## src/rtl/dsp_pkg.sv

```systemverilog
// Shared widths and the captured-sample record for the IQ capture path.
package dsp_pkg;

    localparam int DW_DEF   = 32;
    localparam int NCH_DEF  = 2;
    localparam int TW_DEF   = 32;
    localparam int DECW_DEF = 8;
    localparam int NW_DEF   = 16;
    localparam int DROPW    = 16;

    typedef struct packed {
        logic [NCH_DEF*DW_DEF-1:0] iq;
        logic [TW_DEF-1:0]         rtime;
    } sample_t;

    function automatic logic [DROPW-1:0] sat_inc(input logic [DROPW-1:0] v);
        return (v == '1) ? v : v + 1'b1;
    endfunction

endpackage

```

## src/rtl/sync_edge.sv

```systemverilog
// Two-flop synchroniser for an asynchronous level, plus a one-cycle rise pulse.
module sync_edge (
    input  logic clk,
    input  logic rst_n,
    input  logic async_i,
    output logic sync_o,
    output logic rise_o
);

    logic meta_q;
    logic sync_q;
    logic edge_q;

    // NOTE: non-blocking assignments make each flop sample the previous stage's old value, forming a true shift chain.
    always_ff @(posedge clk) begin
        if (!rst_n) begin
            meta_q <= 1'b0;
            sync_q <= 1'b0;
            edge_q <= 1'b0;
        end else begin
            meta_q <= async_i;
            sync_q <= meta_q;
            edge_q <= sync_q;
        end
    end

    assign sync_o = sync_q;
    assign rise_o = sync_q & ~edge_q;

endmodule

```

## src/rtl/iq_tag_decim.sv

```systemverilog
// Windowed IQ decimator: tags every D-th sample with real_time and buffers it
// in a 2-entry FIFO, counting windows since t1sec and samples lost to a full FIFO.
module iq_tag_decim
    import dsp_pkg::*;
#(
    parameter int DW   = DW_DEF,
    parameter int NCH  = NCH_DEF,
    parameter int TW   = TW_DEF,
    parameter int DECW = DECW_DEF,
    parameter int NW   = NW_DEF
) (
    input  logic                clk,
    input  logic                rst_n,
    input  logic                t1sec,
    input  logic                clk_en,
    input  logic [DECW-1:0]     dec_n,
    input  logic [NCH*DW-1:0]   data,
    input  logic                data_en,
    input  logic [TW-1:0]       real_time,
    output logic [NCH*DW-1:0]   out_iq,
    output logic [TW-1:0]       out_time,
    output logic                out_valid,
    input  logic                out_ready,
    output logic [NW-1:0]       numb_inter,
    output logic                clr_time,
    output logic [DROPW-1:0]    drop_cnt
);

    typedef struct packed {
        logic [NCH*DW-1:0] iq;
        logic [TW-1:0]     rtime;
    } word_t;

    logic t1_rise;
    logic t1_sync;
    logic en_sync;
    logic en_rise;

    sync_edge u_sync_t1 (
        .clk     (clk),
        .rst_n   (rst_n),
        .async_i (t1sec),
        .sync_o  (t1_sync),
        .rise_o  (t1_rise)
    );

    sync_edge u_sync_en (
        .clk     (clk),
        .rst_n   (rst_n),
        .async_i (clk_en),
        .sync_o  (en_sync),
        .rise_o  (en_rise)
    );

    logic [NW-1:0]    numb_q, numb_d;
    logic [DECW-1:0]  dec_q, dec_d, d_eff;
    logic [DECW-1:0]  phase_q, phase_d;
    logic [DECW:0]    phase_inc;
    logic [DROPW-1:0] drop_q, drop_d;
    logic             clr_q;
    word_t            mem_q [2];
    logic             wr_q;
    logic             rd_q;
    logic [1:0]       cnt_q, cnt_d;

    logic capture;
    logic full;
    logic pop;
    logic push;
    logic drop;

    assign capture = en_sync & data_en & (phase_q == '0);
    assign full    = (cnt_q == 2'd2);
    assign pop     = (cnt_q != 2'd0) & out_ready;
    // A full FIFO still accepts a capture when the head leaves in the same cycle.
    assign push    = capture & (~full | pop);
    assign drop    = capture & full & ~pop;

    // NOTE: every variable gets a default before any branch so no path leaves it unassigned (no latches).
    always_comb begin
        d_eff     = dec_q;
        dec_d     = dec_q;
        phase_d   = phase_q;
        numb_d    = numb_q;
        drop_d    = drop_q;
        cnt_d     = cnt_q;
        phase_inc = {1'b0, phase_q} + (DECW+1)'(1);

        // The rise cycle already counts as in-window, so it must use the new factor.
        if (en_rise) begin
            d_eff = (dec_n == '0) ? DECW'(1) : dec_n;
            dec_d = d_eff;
        end

        if (!en_sync) begin
            phase_d = '0;
        end else if (data_en) begin
            phase_d = (phase_inc >= {1'b0, d_eff}) ? '0 : phase_inc[DECW-1:0];
        end

        if (t1_rise) begin
            numb_d = '1;
        end else if (en_rise) begin
            numb_d = numb_q + 1'b1;
        end

        if (t1_rise) begin
            drop_d = DROPW'(drop);
        end else if (drop) begin
            drop_d = sat_inc(drop_q);
        end

        case ({push, pop})
            2'b10:   cnt_d = cnt_q + 2'd1;
            2'b01:   cnt_d = cnt_q - 2'd1;
            default: cnt_d = cnt_q;
        endcase
    end

    // NOTE: the two storage words are reset too, so out_iq/out_time read zero after reset.
    always_ff @(posedge clk) begin
        if (!rst_n) begin
            numb_q  <= '1;
            dec_q   <= DECW'(1);
            phase_q <= '0;
            drop_q  <= '0;
            clr_q   <= 1'b1;
            wr_q    <= 1'b0;
            rd_q    <= 1'b0;
            cnt_q   <= 2'd0;
            for (int i = 0; i < 2; i++) begin
                mem_q[i] <= '0;
            end
        end else begin
            numb_q  <= numb_d;
            dec_q   <= dec_d;
            phase_q <= phase_d;
            drop_q  <= drop_d;
            clr_q   <= ~en_sync;
            cnt_q   <= cnt_d;
            if (push) begin
                mem_q[wr_q] <= '{iq: data, rtime: real_time};
                wr_q        <= ~wr_q;
            end
            if (pop) begin
                rd_q <= ~rd_q;
            end
        end
    end

    assign out_valid  = (cnt_q != 2'd0);
    assign out_iq     = mem_q[rd_q].iq;
    assign out_time   = mem_q[rd_q].rtime;
    assign numb_inter = numb_q;
    assign clr_time   = clr_q;
    assign drop_cnt   = drop_q;

endmodule

```

## config.mk

```make
export PLATFORM = sky130hd
export DESIGN_NAME = iq_tag_decim
export DESIGN_NICKNAME = d
export VERILOG_FILES = /design/src/rtl/dsp_pkg.sv /design/src/rtl/sync_edge.sv /design/src/rtl/iq_tag_decim.sv
export SDC_FILE = /design/constraint.sdc
export NUM_CORES = 1
export LEC_CHECK = 0
export CAP_MARGIN = 20
export CORE_ASPECT_RATIO = 0.5
export CORE_MARGIN = 4
export CORE_UTILIZATION = 51
export DETAILED_ROUTE_END_ITERATION = 6
export PLACE_DENSITY_LB_ADDON = 0.1
export SYNTH_ARGS = -nofsm -noshare
export SYNTH_HDL_FRONTEND = slang
export SYNTH_SLANG_ARGS = --single-unit
```

## constraint.sdc

```tcl
create_clock -name clk -period 11.7 [get_ports clk]
set_input_delay 2.34 -clock clk [delete_from_list [all_inputs] [get_ports clk]]
set_output_delay 2.34 -clock clk [all_outputs]
set_load 0.02 [all_outputs]
```

==> results.py, run 1 <==
metrics = {
    "critical_path": {
        "required_ns": 9.36,
        "rr_startpoint": "phase_q[2]$_SDFFE_PN0P_",
        "crit_path_max_fanout": 58,
        "worst-path-buf-inv": 2,
        "crit_chain": "buf_4 > mux2_2 > clkdlybuf4s50_1",
        "cp-end-kind": "output port",
        "reg2reg_depth": 5,
        "max_stage_delay_ns": 0.74,
        "worstSetupPathType": "flop to output port",
        "rr_endpoint": "mem_q[0][70]$_SDFFCE_PN0P_",
        "cp.depth": 3,
        "r2r_setup_slack_ns": 8.65,
        "cpLargestDelayFamily": "buffers and inverters",
        "cp-start-kind": "flop",
        "cp_data_arrival_time_ns": 2.99,
        "worst_path_max_delay_cell": "buf_4",
    },
    "job": {
        "maxCapViolations": 0,
    },
    "routing": {
        "wl_per_cell_um": 18.1,
        "drtIter0Drc": 500,
        "routed_wl_um": 24600,
        "drc": 0,
        "vias": 7067,
        "dr.pass1.iters": 4,
        "antenna_left": 0,
        "via_per_inst": 5.19,
    },
    "power_and_ir_drop": {
        "sequentialPowerShare_pct": 52.0,
        "power_frac_comb_pct": 12.5,
        "power_density_nw_per_um2": 135,
        "p_leak_nw": 5.36,
        "power_switching_mw": 0.446,
        "vdd_drop_max_v": 0.0000724,
        "clkPwrFrac_pct": 35.5,
        "p_sw_share_pct": 23.0,
        "internal_power_mw": 1.50,
    },
    "place": {
        "dp_hpwl_um": 15800,
        "dp.cells": 1319,
        "place_congestion": 0.804,
        "pre_cts_slack_ns": 5.92,
        "io_buffers": 239,
    },
    "clock_tree": {
        "htreeDepth": 1,
        "path_clk_slew_ns": 0.06,
        "hold_buffers": 0,
        "clk_latency_ns": 0.51,
        "cts_tree": "yes",
        "numClockSinks": 252,
        "cts_root_buffer": "clkbuf_16",
        "cts_max_path_buffers": 3,
        "post_cts_buffers": 0,
        "numCtsBuffers": 23,
        "cts_resized": 0,
    },
    "finish": {
        "drive_above_1_share_pct": 13.6,
        "layoutNonFillerInstCount": 1362,
        "final_common_cell": "clkdlybuf4s50_1",
        "final_nets": 1176,
        "seq_area_um2": 6970,
        "multi_input_area_um2": 3910,
        "fill_cells": 1546,
        "area_growth_pct": 30.5,
        "final_cell_mix": "clkdlybuf4s50_1, and2_1, edfxtp_1",
    },
    "sta": {
        "period_share_pct": 45.5,
        "period_minus_slack_ns": 5.33,
        "rsz0062_at_grt": "false",
        "finalSetupTns_ns": 0,
        "slew_headroom_pct": 36.5,
        "max_freq_mhz": 188,
        "tightestPinTransition_ns": 0.949,
        "finClkSkew_ns": 0.00865,
        "final_max_slew_viol_count": 0,
        "finalSetupViolCount": 0,
        "finalHoldViolCount": 0,
        "fin_ws_ns": 6.37,
    },
    "synthesis": {
        "syn-cell-area_um2": 11000,
        "async_flop_share_pct": 0,
        "synthesis.nets": 947,
        "syn_area_per_cell_um2": 13.4,
        "ys_ff_latch": 252,
        "synthCells": 824,
        "ys_types": 48,
        "synth_top_area_share_pct": 52.2,
        "ys.warnings.count": 0,
        "synthTopCellsByArea": "edfxtp_1, and2_1, dfxtp_1",
        "synth_ff_type": "edfxtp_1",
        "synth_edf_count": 192,
        "seq_area_frac_synth_pct": 63.1,
        "yosysTopAreaCell": "edfxtp_1",
    },
    "grt": {
        "grt-ovfl-total": 0,
        "grt_use_total_pct": 20.3,
        "grt_max_degree": 97,
        "antenna_found_initial": 1,
        "grt_first_pass_wirelength_um": 39800,
        "grt_pass1_vias": 7367,
    },
    "hold_path": {
        "hp-start": "u_sync_en.meta_q$_SDFF_PN0_",
        "hold_end": "u_sync_en.sync_o$_SDFF_PN0_",
        "whs_path_depth": 1,
        "hp-class": "flop to flop",
    },
    "floorplanning": {
        "pin_count": 240,
        "dieArea_um2": 24200,
        "initial_core_util_pct": 52.8,
        "core_um2": 20900,
        "die_h_um": 112,
        "die_x_um": 216,
        "row_count": 37,
    },
    "outcome": {
        "status": "complete, no violations",
    },
}
[worst reg2reg max path: stages, from the launching register on]
cell,delay [ns]
dfxtp_1,0.36
nor3b_1,0.39
nand4b_2,0.39
o21ai_4,0.24
buf_4,0.64
buf_4,0.63
[power by group through the flow]
| stage | clock (mW) | sequential (mW) | combinational (mW) |
|---|---|---|---|
| CTS | 0.710 | 1.01 | 0.245 |
| global placement | 0 | 1.03 | 0.242 |
| finish | 0.690 | 1.01 | 0.243 |
| floorplan | 0 | 1.03 | 0.121 |
| global route | 0.748 | 1.01 | 0.258 |
| detailed placement | 0 | 1.03 | 0.243 |
[metal layers]
metal,up-vias,part of all wire (%),GRT usage (%)
met5,-,0,0
met4,0,2.3,4.56
met3,43,4.9,4.03
met2,153,50,35.4
met1,3468,43,26.6
li1,3403,-,-
[cell usage after synthesis (7+ instances only)]
master / number
mux2_2: 96
xnor2_1: 15
o21ai_0: 14
a21oi_1: 16
nor2b_1: 11
mux2i_1: 10
ha_1: 13
dfxtp_1: 60
nand3_1: 13
clkbuf_1: 24
inv_1: 8
nand2_1: 32
a22o_1: 7
and3_1: 8
edfxtp_1: 192
nor2_1: 11
xor2_1: 9
and2_1: 203
[cell type report]
class	count	area share, %
Clock buffer	32	4.37
Sequential cell	252	48.4
Timing Repair Buffer	246	17.1
Multi-Input combinational cell	522	27.1
Clock inverter	8	0.286
Tap cell	292	2.53
Inverter	8	0.208
Antenna cell	2	0.0347
[cells by family after synthesis]
kind of cell | synth area share, %
flops | 63.1
mux | 10.7
fa+ha+maj | 1.47
xor+xnor | 1.90
simple gates | 17.5
compound gates | 3.48
buf+inv | 1.89
[through the flow]
stage | utilization (%) | instance area, µm² | total power [mW] | hold slack [ns]
floorplan | - | 11000 | 1.15 | 0.412
global placement | 65.5 | 13700 | 1.27 | 0.418
detailed placement | 65.5 | 13700 | 1.27 | 0.419
CTS | 68.7 | 14400 | 1.96 | 0.434
global route | 68.9 | 14400 | 2.02 | 0.460
finish | 68.9 | 14400 | 1.94 | 0.434
[worst max path at each step]
| stage | endpoint | slack (ns) | from |
|---|---|---|---|
| 2_1_floorplan | mem_q[1][0]$_SDFFCE_PN0P_ | 1.35 | data_en |
| 3_3_place_gp | mem_q[1][73]$_SDFFCE_PN0P_ | 5.97 | rst_n |
| 3_5_place_dp | mem_q[1][85]$_SDFFCE_PN0P_ | 5.92 | rst_n |
| 4_1_cts | out_iq[31] | 6.30 | flop |
| 5_1_grt | out_iq[31] | 6.24 | flop |
| 6_report | out_iq[31] | 6.37 | flop |
[state kept, by name, summed over array words and instances (netlist names), 2 cells and up, named ones only]
signal      cells
phase_q         8
numb_inter     16
drop_cnt       16
dec_q           8
mem_q         192
cnt_q           2
Note: power is estimated with default switching activity, not from simulation.
==> run 2: changes to the inputs <==
Settings changed: CORE_UTILIZATION 51 to 46.
Clock period 11.7 ns to 4.77 ns, I/O delays scaled along.
==> results.py, run 2 (synthesis results as in run 1) <==
metrics = {
    "outcome": {
        "status": "complete, no violations",
    },
    "critical_path": {
        "cp-start-kind": "flop",
        "reg2reg_depth": 8,
        "rr_startpoint": "u_sync_en.sync_o$_SDFF_PN0_",
        "rr_endpoint": "phase_q[4]$_SDFFE_PN0P_",
        "required_ns": 3.82,
        "r2r_setup_slack_ns": 2.22,
        "cp_data_arrival_time_ns": 2.68,
        "crit_end": "out_iq[28]",
        "cp-end-kind": "output port",
        "crit_path_max_fanout": 45,
        "worstSetupPathType": "flop to output port",
    },
    "power_and_ir_drop": {
        "p_total_mw": 4.92,
        "power_switching_mw": 1.11,
        "internal_power_mw": 3.81,
        "clkPwrFrac_pct": 37.5,
        "sequentialPowerShare_pct": 50.3,
        "power_density_nw_per_um2": 338,
        "power_frac_comb_pct": 12.1,
        "p_sw_share_pct": 22.5,
        "vdd_drop_max_v": 0.000201,
        "p_leak_nw": 5.40,
    },
    "sta": {
        "tightestPinTransition_ns": 0.683,
        "slew_headroom_pct": 54.5,
        "final_max_slew_viol_count": 0,
        "finalSetupViolCount": 0,
        "finClkSkew_ns": 0.0103,
        "period_minus_slack_ns": 3.64,
        "max_freq_mhz": 275,
        "period_share_pct": 76.2,
        "finalHoldViolCount": 0,
        "rsz0062_at_grt": "false",
    },
    "place": {
        "dp_hpwl_um": 15800,
        "place_congestion": 0.763,
        "place_area_um2": 13800,
        "io_buffers": 239,
    },
    "finish": {
        "largest_reg_flops": 192,
        "area_growth_pct": 31.7,
        "final_area_um2": 14600,
        "top_register": "mem_q",
        "antenna_cells": 0,
        "final_common_cell": "clkdlybuf4s50_1",
        "drive_above_1_share_pct": 13.6,
        "final_cell_mix": "clkdlybuf4s50_1, and2_1, edfxtp_1",
        "final_nets": 1178,
        "final_util_pct": 62.6,
    },
    "clock_tree": {
        "cts_resized": 0,
        "numClockSinks": 252,
        "post_cts_buffers": 0,
        "cts_tree": "yes",
        "numCtsBuffers": 24,
        "htreeDepth": 1,
        "cts_max_path_buffers": 3,
        "path_clk_slew_ns": 0.06,
        "clk_latency_ns": 0.52,
        "cts_root_buffer": "clkbuf_16",
        "hold_buffers": 0,
    },
    "grt": {
        "grt.busiest_layer": "met2",
        "grt_pass1_vias": 7094,
        "grt_use_total_pct": 18.1,
        "grt_max_degree": 97,
        "met2_usage_pct": 32.0,
        "grt-ovfl-total": 0,
        "grt_first_pass_wirelength_um": 38600,
        "grtUsageMet3_pct": 3.56,
        "antenna_found_initial": 0,
        "use_met1_pct": 23.5,
    },
    "floorplanning": {
        "initial_core_util_pct": 47.6,
        "die_x_um": 227,
        "core_um2": 23200,
        "die_h_um": 118,
        "row_count": 39,
        "dieArea_um2": 26700,
        "pin_count": 240,
    },
    "routing": {
        "antenna_left": 0,
        "wl_per_cell_um": 17.8,
        "drtIter0Drc": 453,
        "routed_wl_um": 24600,
        "vias": 7015,
        "drc": 0,
        "via_per_inst": 5.09,
        "dr.pass1.iters": 4,
    },
    "job": {
        "maxCapViolations": 0,
    },
    "hold_path": {
        "hp-class": "flop to flop",
    },
}
run 2: critical path: stages, from the launching register on:
cell and delay (ns):
dfxtp_4 0.79, buf_4 0.41, mux2_2 0.37, clkdlybuf4s50_1 0.58
run 2: per-layer routing:
metal | vias to the layer above | wire length, µm | part of all wire [%]
met5 | - | 0 | 0
met4 | 0 | 356 | 1.4
met3 | 23 | 1010 | 4.1
met2 | 128 | 12800 | 52
met1 | 3462 | 10400 | 42
li1 | 3402 | - | -
run 2: stage by stage:
stage          hold WS, ns  setup WS [ns]  std cells  setup TNS [ns]
6_report             0.433           1.13       1377               0
3_5_place_dp         0.421           1.37       1336               0
4_1_cts              0.436           1.07       1377               0
3_3_place_gp         0.418           1.41       1336               0
5_1_grt              0.465           1.00       1377               0
2_1_floorplan        0.412          -1.60        824         -306.82
run 2: power groups by stage:
| stage | clock, mW | sequential, mW | combinational [mW] |
|---|---|---|---|
| 2_1_floorplan | 0 | 2.53 | 0.298 |
| 3_3_place_gp | 0 | 2.52 | 0.599 |
| 3_5_place_dp | 0 | 2.53 | 0.602 |
| 4_1_cts | 1.90 | 2.48 | 0.606 |
| 5_1_grt | 1.99 | 2.49 | 0.635 |
| 6_report | 1.85 | 2.48 | 0.598 |
run 2: worst min path at each step:
stage	from	to	slack (ns)	cells after the start
floorplan	u_sync_en.meta_q$_SDFF_PN0_	u_sync_en.sync_o$_SDFF_PN0_	0.41	1
global placement	u_sync_t1.meta_q$_SDFF_PN0_	u_sync_t1.sync_o$_SDFF_PN0_	0.42	1
detailed placement	u_sync_t1.meta_q$_SDFF_PN0_	u_sync_t1.sync_o$_SDFF_PN0_	0.42	1
CTS	u_sync_t1.meta_q$_SDFF_PN0_	u_sync_t1.sync_o$_SDFF_PN0_	0.44	1
global route	u_sync_en.meta_q$_SDFF_PN0_	u_sync_en.sync_o$_SDFF_PN0_	0.47	1
finish	u_sync_t1.meta_q$_SDFF_PN0_	u_sync_t1.sync_o$_SDFF_PN0_	0.43	1
run 2: cell type report:
cell class | count | area [µm²]
flip-flops and latches | 252 | 6970
fillers | 1840 | 8680
clock buffers | 31 | 648
well taps | 307 | 384
clock inverters | 10 | 92.6
inverters | 8 | 30.0
multi-input cells | 522 | 3910
repair buffers | 247 | 2510
